### config.mk
export PLATFORM = sky130hd
export DESIGN_NAME = keypad_scanner
export DESIGN_NICKNAME = d
export VERILOG_FILES = /design/src/rtl/keypad_pkg.sv /design/src/rtl/keypad_scanner_col_sync.sv /design/src/rtl/keypad_scanner.sv
export SDC_FILE = /design/constraint.sdc
export NUM_CORES = 1
export LEC_CHECK = 0
export ABC_AREA = 1
export BUFFER_PORTS_ARGS = -buffer_cell sky130_fd_sc_hd__buf_4
export CAP_MARGIN = 10
export CORE_MARGIN = 4
export CORE_UTILIZATION = 45
export CTS_CLUSTER_DIAMETER = 150
export DETAILED_ROUTE_END_ITERATION = 7
export SYNTH_ARGS = -nofsm -noshare
export SYNTH_HDL_FRONTEND = slang
export SYNTH_SLANG_ARGS = --single-unit
### constraint.sdc
create_clock -name clk -period 2.7 [get_ports clk]
set_clock_uncertainty 0.2 [all_clocks]
set_input_delay 0.27 -clock clk [delete_from_list [all_inputs] [get_ports clk]]
set_output_delay 0.27 -clock clk [all_outputs]
set_load 0.05 [all_outputs]
### src/rtl/keypad_pkg.sv
// keypad_pkg
//   Shared types and constants for the 4x4 matrix keypad scanner.
//   - state_t      : scanner FSM states
//   - scan_ctx_t   : FSM context register (state, row index, latched column).
//                    Lets a checker bind to one named signal.
//   - KEY_MAP      : 16 x 4-bit hex codes, indexed by {row, col}
//   - key_lookup   : map (row, col) to its hex code
//   - lowest_zero  : index of the lowest low column line
package keypad_pkg;

  localparam int NUM_ROWS = 4;
  localparam int NUM_COLS = 4;

  // Encodings are fixed so that legacy logic comparing raw 2-bit codes
  // keeps working.
  localparam logic [1:0] S_SCAN       = 2'd0;
  localparam logic [1:0] S_DB_PRESS   = 2'd1;
  localparam logic [1:0] S_HELD       = 2'd2;
  localparam logic [1:0] S_DB_RELEASE = 2'd3;

  typedef enum logic [1:0] {
    SCAN       = S_SCAN,
    DB_PRESS   = S_DB_PRESS,
    HELD       = S_HELD,
    DB_RELEASE = S_DB_RELEASE
  } state_t;

  typedef struct packed {
    state_t     state;
    logic [1:0] row;
    logic [1:0] col;
  } scan_ctx_t;

  // Element index is {row, col}. The leftmost entry is index 15 (r3,c3).
  //   r0: 1 2 3 A   r1: 4 5 6 B   r2: 7 8 9 C   r3: E 0 F D
  localparam logic [15:0][3:0] KEY_MAP = {
    4'hD, 4'hF, 4'h0, 4'hE,
    4'hC, 4'h9, 4'h8, 4'h7,
    4'hB, 4'h6, 4'h5, 4'h4,
    4'hA, 4'h3, 4'h2, 4'h1
  };

  function automatic logic [3:0] key_lookup(input logic [1:0] row,
                                            input logic [1:0] col);
    return KEY_MAP[{row, col}];
  endfunction

  // Several keys on one row: the lowest column wins. Only called with at
  // least one zero bit present; all-ones falls through to column 3.
  function automatic logic [1:0] lowest_zero(input logic [NUM_COLS-1:0] v);
    logic [1:0] idx;
    if (!v[0])      idx = 2'd0;
    else if (!v[1]) idx = 2'd1;
    else if (!v[2]) idx = 2'd2;
    else            idx = 2'd3;
    return idx;
  endfunction

endpackage

### src/rtl/keypad_scanner_col_sync.sv
// col_sync
//   Two-flop synchronizer for asynchronous, active-low column lines.
//   Reset value is all-ones, i.e. "no key pressed".
// Ports:
//   clk    : system clock
//   reset  : synchronous, active-low
//   d      : raw asynchronous inputs
//   q      : synchronized outputs (two clk edges of latency)
module col_sync #(
  parameter int WIDTH = 4
) (
  input  logic             clk,
  input  logic             reset,
  input  logic [WIDTH-1:0] d,
  output logic [WIDTH-1:0] q
);

  logic [WIDTH-1:0] meta_q;
  logic [WIDTH-1:0] sync_q;

  always_ff @(posedge clk) begin
    if (!reset) begin
      meta_q <= '1;
      sync_q <= '1;
    end else begin
      meta_q <= d;
      sync_q <= meta_q;
    end
  end

  assign q = sync_q;

endmodule

### src/rtl/keypad_scanner.sv
// keypad_scanner
//   Scans a 4x4 active-low matrix keypad one row at a time, debounces the
//   selected column and reports a single key as a press level plus a hex
//   code. While a key is held every other key is ignored.
// Parameters:
//   SCAN_CYCLES     : cycles each row is driven before sampling (>= 3)
//   DEBOUNCE_CYCLES : stable samples needed to accept press/release (>= 1)
// Ports:
//   clk    : system clock
//   reset  : synchronous, active-low
//   cols   : raw column lines, active-low, asynchronous
//   rows   : row drive, active-low, exactly one bit low
//   press  : high while a debounced key is held
//   key    : hex code of the accepted key, stable while press=1
//
// Handshake: none. press is a level; key is valid whenever press=1 and
// only changes on the same edge that press rises.
module keypad_scanner
  import keypad_pkg::*;
#(
  parameter int SCAN_CYCLES     = 4800,
  parameter int DEBOUNCE_CYCLES = 240000
) (
  input  logic                clk,
  input  logic                reset,
  input  logic [NUM_COLS-1:0] cols,
  output logic [NUM_ROWS-1:0] rows,
  output logic                press,
  output logic [3:0]          key
);

  localparam int CNT_MAX = (SCAN_CYCLES > DEBOUNCE_CYCLES) ? SCAN_CYCLES
                                                            : DEBOUNCE_CYCLES;
  localparam int CW      = $clog2(CNT_MAX + 1);

  localparam logic [CW-1:0] SCAN_LAST = CW'(SCAN_CYCLES - 1);
  localparam logic [CW-1:0] DB_DONE   = CW'(DEBOUNCE_CYCLES);

  logic [NUM_COLS-1:0] cs;        // synchronized columns
  scan_ctx_t           ctx_q;     // FSM state, row index, latched column
  logic [CW-1:0]       cnt_q;     // shared dwell / debounce counter
  logic                press_q;
  logic [3:0]          key_q;

  logic                col_high;  // latched column currently released
  logic [CW-1:0]       cnt_inc;   // saturating increment

  col_sync #(
    .WIDTH (NUM_COLS)
  ) u_col_sync (
    .clk   (clk),
    .reset (reset),
    .d     (cols),
    .q     (cs)
  );

  assign col_high = cs[ctx_q.col];
  assign cnt_inc  = (cnt_q == '1) ? cnt_q : cnt_q + CW'(1);

  // Debounce counters accept on the cycle after the count reaches
  // DEBOUNCE_CYCLES, so press rises DEBOUNCE_CYCLES+1 edges after the
  // detecting edge and release behaves symmetrically.
  always_ff @(posedge clk) begin
    if (!reset) begin
      ctx_q.state <= SCAN;
      ctx_q.row   <= 2'd0;
      ctx_q.col   <= 2'd0;
      cnt_q       <= '0;
      press_q     <= 1'b0;
      key_q       <= 4'h0;
    end else begin
      case (ctx_q.state)
        SCAN: begin
          if (cnt_q == SCAN_LAST) begin
            cnt_q <= '0;
            if (cs != '1) begin
              ctx_q.col   <= lowest_zero(cs);
              ctx_q.state <= DB_PRESS;
            end else begin
              ctx_q.row <= ctx_q.row + 2'd1;
            end
          end else begin
            cnt_q <= cnt_inc;
          end
        end

        DB_PRESS: begin
          if (col_high) begin
            // Bounce: resume scanning on the same row.
            cnt_q       <= '0;
            ctx_q.state <= SCAN;
          end else if (cnt_q == DB_DONE) begin
            key_q       <= key_lookup(ctx_q.row, ctx_q.col);
            press_q     <= 1'b1;
            cnt_q       <= '0;
            ctx_q.state <= HELD;
          end else begin
            cnt_q <= cnt_inc;
          end
        end

        HELD: begin
          // Rows and other columns are frozen out until this key releases.
          if (col_high) begin
            cnt_q       <= '0;
            ctx_q.state <= DB_RELEASE;
          end
        end

        DB_RELEASE: begin
          if (!col_high) begin
            cnt_q       <= '0;
            ctx_q.state <= HELD;
          end else if (cnt_q == DB_DONE) begin
            // Moving to the next row lets a second held key be found on a
            // later pass instead of re-detecting this row first.
            press_q     <= 1'b0;
            ctx_q.row   <= ctx_q.row + 2'd1;
            cnt_q       <= '0;
            ctx_q.state <= SCAN;
          end else begin
            cnt_q <= cnt_inc;
          end
        end

        default: begin
          ctx_q.state <= SCAN;
          cnt_q       <= '0;
        end
      endcase
    end
  end

  assign rows  = ~(4'b0001 << ctx_q.row);
  assign press = press_q;
  assign key   = key_q;

endmodule

==> results.md <==
- Cell Pwr Density: 430.9 nW/um^2
- Post-Syn Area: 2220 sq um
- HPWL after DPL: 3.318 mm
- RSZ-0062 raised after global routing: false
- Longest Clk Path Bufs: 2
- TritonCTS Buffers: 5
- TNS Setup: 0 ns
- CP Class: reg -> reg
- Yosys warns: 0
- Total power draw: 0.001094 W
- Overflow left after global routing: 0
- Worst EP required: 2.69 ns
- PortBufs: 14
- Post-synthesis cell count: 308
- Final period utilization: between 70% and 80%
- Yosys reg bits: 37
- Vias: 1873
- # IOs: 15
- Pre-Repair DR Iteration Count: 4
- # setup viols final: 0
- Leak: 1.082 nW
- DIE AREA: 6120 sq um
- # DRC: 0
- Initial antenna violation count: 0
- Syn Area/Cell: roughly 7 sq um
- Root buf cell: clkbuf_8
- WHS: 0.06561 ns
- Postcts setup bufs: 0
- Slew Viols, Final: 0
- Final hold violations: 0
- Normalized max-slew margin: 72.42%
- Synth-to-layout area growth: 14.37%
- ANT nets after route: 0
- Worst-path maximum fanout: 15
- Row cnt: 25
- Post-layout util: between 50% and 60%
- Finished Layout Cells: 397
- Final WL: 4.338 mm
- Core footprint: 4755 sq um
- Setup crit start kind: register
- Placed insts: 385
- Outcome: completed
- DRT iter0 DRCs: between 100 and 150
- Max_cap viols: 0
- CTS tree: built
- Reg2Reg Capture Point: cnt_q[15]
- Arrival @ worst endpoint: 2.11 ns
- Clock transition at path regs: approximately 0.080 ns
- Worst setup path endpoint: cnt_q[15]
- Largest net degree at the start of global routing: 16
- Routed vias/inst: 4.718
- Sequential-to-total area share from yosys stat: roughly a third
- Synth area leader: dfxtp_1
- Avg WL per Cell: 10.93 um
- H-tree depth: 2
- Top-area cell type share of the netlist area: 33.37%
- Slew @ Worst Pin: 0.4122 ns
- Worst hold path type: in -> reg
- Final nets: 346
- Vias in the first global route: 1746
- Clock latency at the later pin of the worst-skew pair: about 0.29 ns
- Ant diodes: 0
- Critical Path Start: cnt_q[0]
- Mapped Nets: 325
- Reg-to-reg startpoint: cnt_q[0]
- Initial core utilization: 46.68%
- GRT Overall Usage: 15.70%
- Die W: 78.23 um
- Worst VDD drop: 348.7 uV
- Final min period: about 2.1 ns
- Fmax achieved: 472.1 MHz
- Sink Count: 37
- Fraction of layout cells with a size suffix above 1: 22.12%
- RD Place Congestion: 0.8848
- Reg2reg setup slack: 0.58 ns
- Top cells by area, synth: dfxtp_1, nand2_1, nor2_1
- Die height: 78.23 um
- FILL cells: 490
- Worst r2r path cells: 10
- Kind of end point of the critical path: register
- Global-route wire length before repair: 7.817 mm
- Yosys cell types: 34
layout by cell type, fill, tap and decap left out, drive strengths merged, types with 3 or more instances in the layout:
master | Yosys | final
a21oi | 10 | 10
a31oi | 3 | 3
buf | 3 | 14
clkbuf | 1 | 5
dfxtp | 37 | 37
dlygate4sd3 | 0 | 4
ha | 11 | 11
inv | 38 | 38
nand2 | 78 | 78
nand3 | 21 | 21
nand4 | 8 | 8
nor2 | 54 | 54
nor3 | 8 | 8
o211ai | 3 | 3
o21ai | 19 | 19
o21bai | 3 | 3
or2 | 9 | 9
metrics by stage:
step,setup WS [ns],cell area (sq um)
floorplan,0.9296,2220
global placement,0.7140,2384
detailed placement,0.5952,2384
CTS,0.5816,2539
global route,0.4143,2539
finish,0.5819,2539
timing repair:
action	in CTS	in global routing
endpoints found under the hold margin	4	0
hold buffers	4	0
resized for setup	0	0
flip-flops by register name (all words and copies together) (netlist names), named ones only:
register,cells
cnt_q,18
ctx_q,5
key,4
u_col_sync.meta_q,4
u_col_sync.q,4
press,1
area by class of cell:
class                      instances  area [sq um]  area share [%]
clock inverter                     3         46.29           1.824
inverter                          38         147.6           5.816
timing repair buffer              18         145.1           5.717
multi-input combinational        229          1306           51.45
sequential                        37         740.7           29.18
tap                               67         83.83           3.302
clock buffer                       5         68.82           2.711
metal layers:
| layer | track usage, % | vias to the layer above | part of all wire [%] |
|---|---|---|---|
| met5 | 0 | - | 0 |
| li1 | - | 1035 | - |
| met3 | 3.899 | 7 | 3.2 |
| met1 | 22.36 | 804 | 55 |
| met2 | 23.12 | 27 | 40 |
| met4 | 5.070 | 0 | 1.4 |
power by group:
part	switching, W	internal (W)	leakage [nW]
registers	0.00000600	0.000554	0.301
clock network	0.000208	0.000276	0.0543
logic	0.0000269	0.0000218	0.727
critical path, cell delays in order (launching register included):
cell and delay [ns]:
dfxtp_1 0.37, ha_1 0.21, nand3_1 0.11, nor2_1 0.21, nand3_1 0.20, nand2_2 0.16
nand3_2 0.10, nand2_4 0.23, inv_1 0.12, nand2_1 0.07, nor2_1 0.04
cells in the mapped netlist, drive strengths merged:
cell,count
a21oi,10
a31oi,3
and3,1
buf,3
clkbuf,1
dfxtp,37
ha,11
inv,38
nand2,78
nand3,21
nand4,8
nor2,54
nor3,8
o211ai,3
o21ai,19
o21bai,3
or2,9
xor2,1
how the worst min path moves through the flow:
stage | start | endpoint | slack (ns) | cells after the start
2_1_floorplan | cols[0] | u_col_sync.meta_q[0] | 0.18 | 1
3_3_place_gp | u_col_sync.meta_q[2] | u_col_sync.q[2] | 0.20 | 1
3_5_place_dp | u_col_sync.meta_q[0] | u_col_sync.q[0] | 0.20 | 1
4_1_cts | reset | register | 0.06 | 3
5_1_grt | reset | register | 0.07 | 3
6_report | reset | register | 0.07 | 3
logic make-up (layout without fill, tap and decap cells):
group	Yosys count	after routing	synth area share (%)
compound gates	38	38	9.414
xor+xnor	1	1	0.3947
fa+ha+maj	11	11	6.201
buf+inv	42	64	7.779
flops	37	37	33.37
simple gates	179	179	42.84
Note: power is estimated with default switching activity, not from simulation.
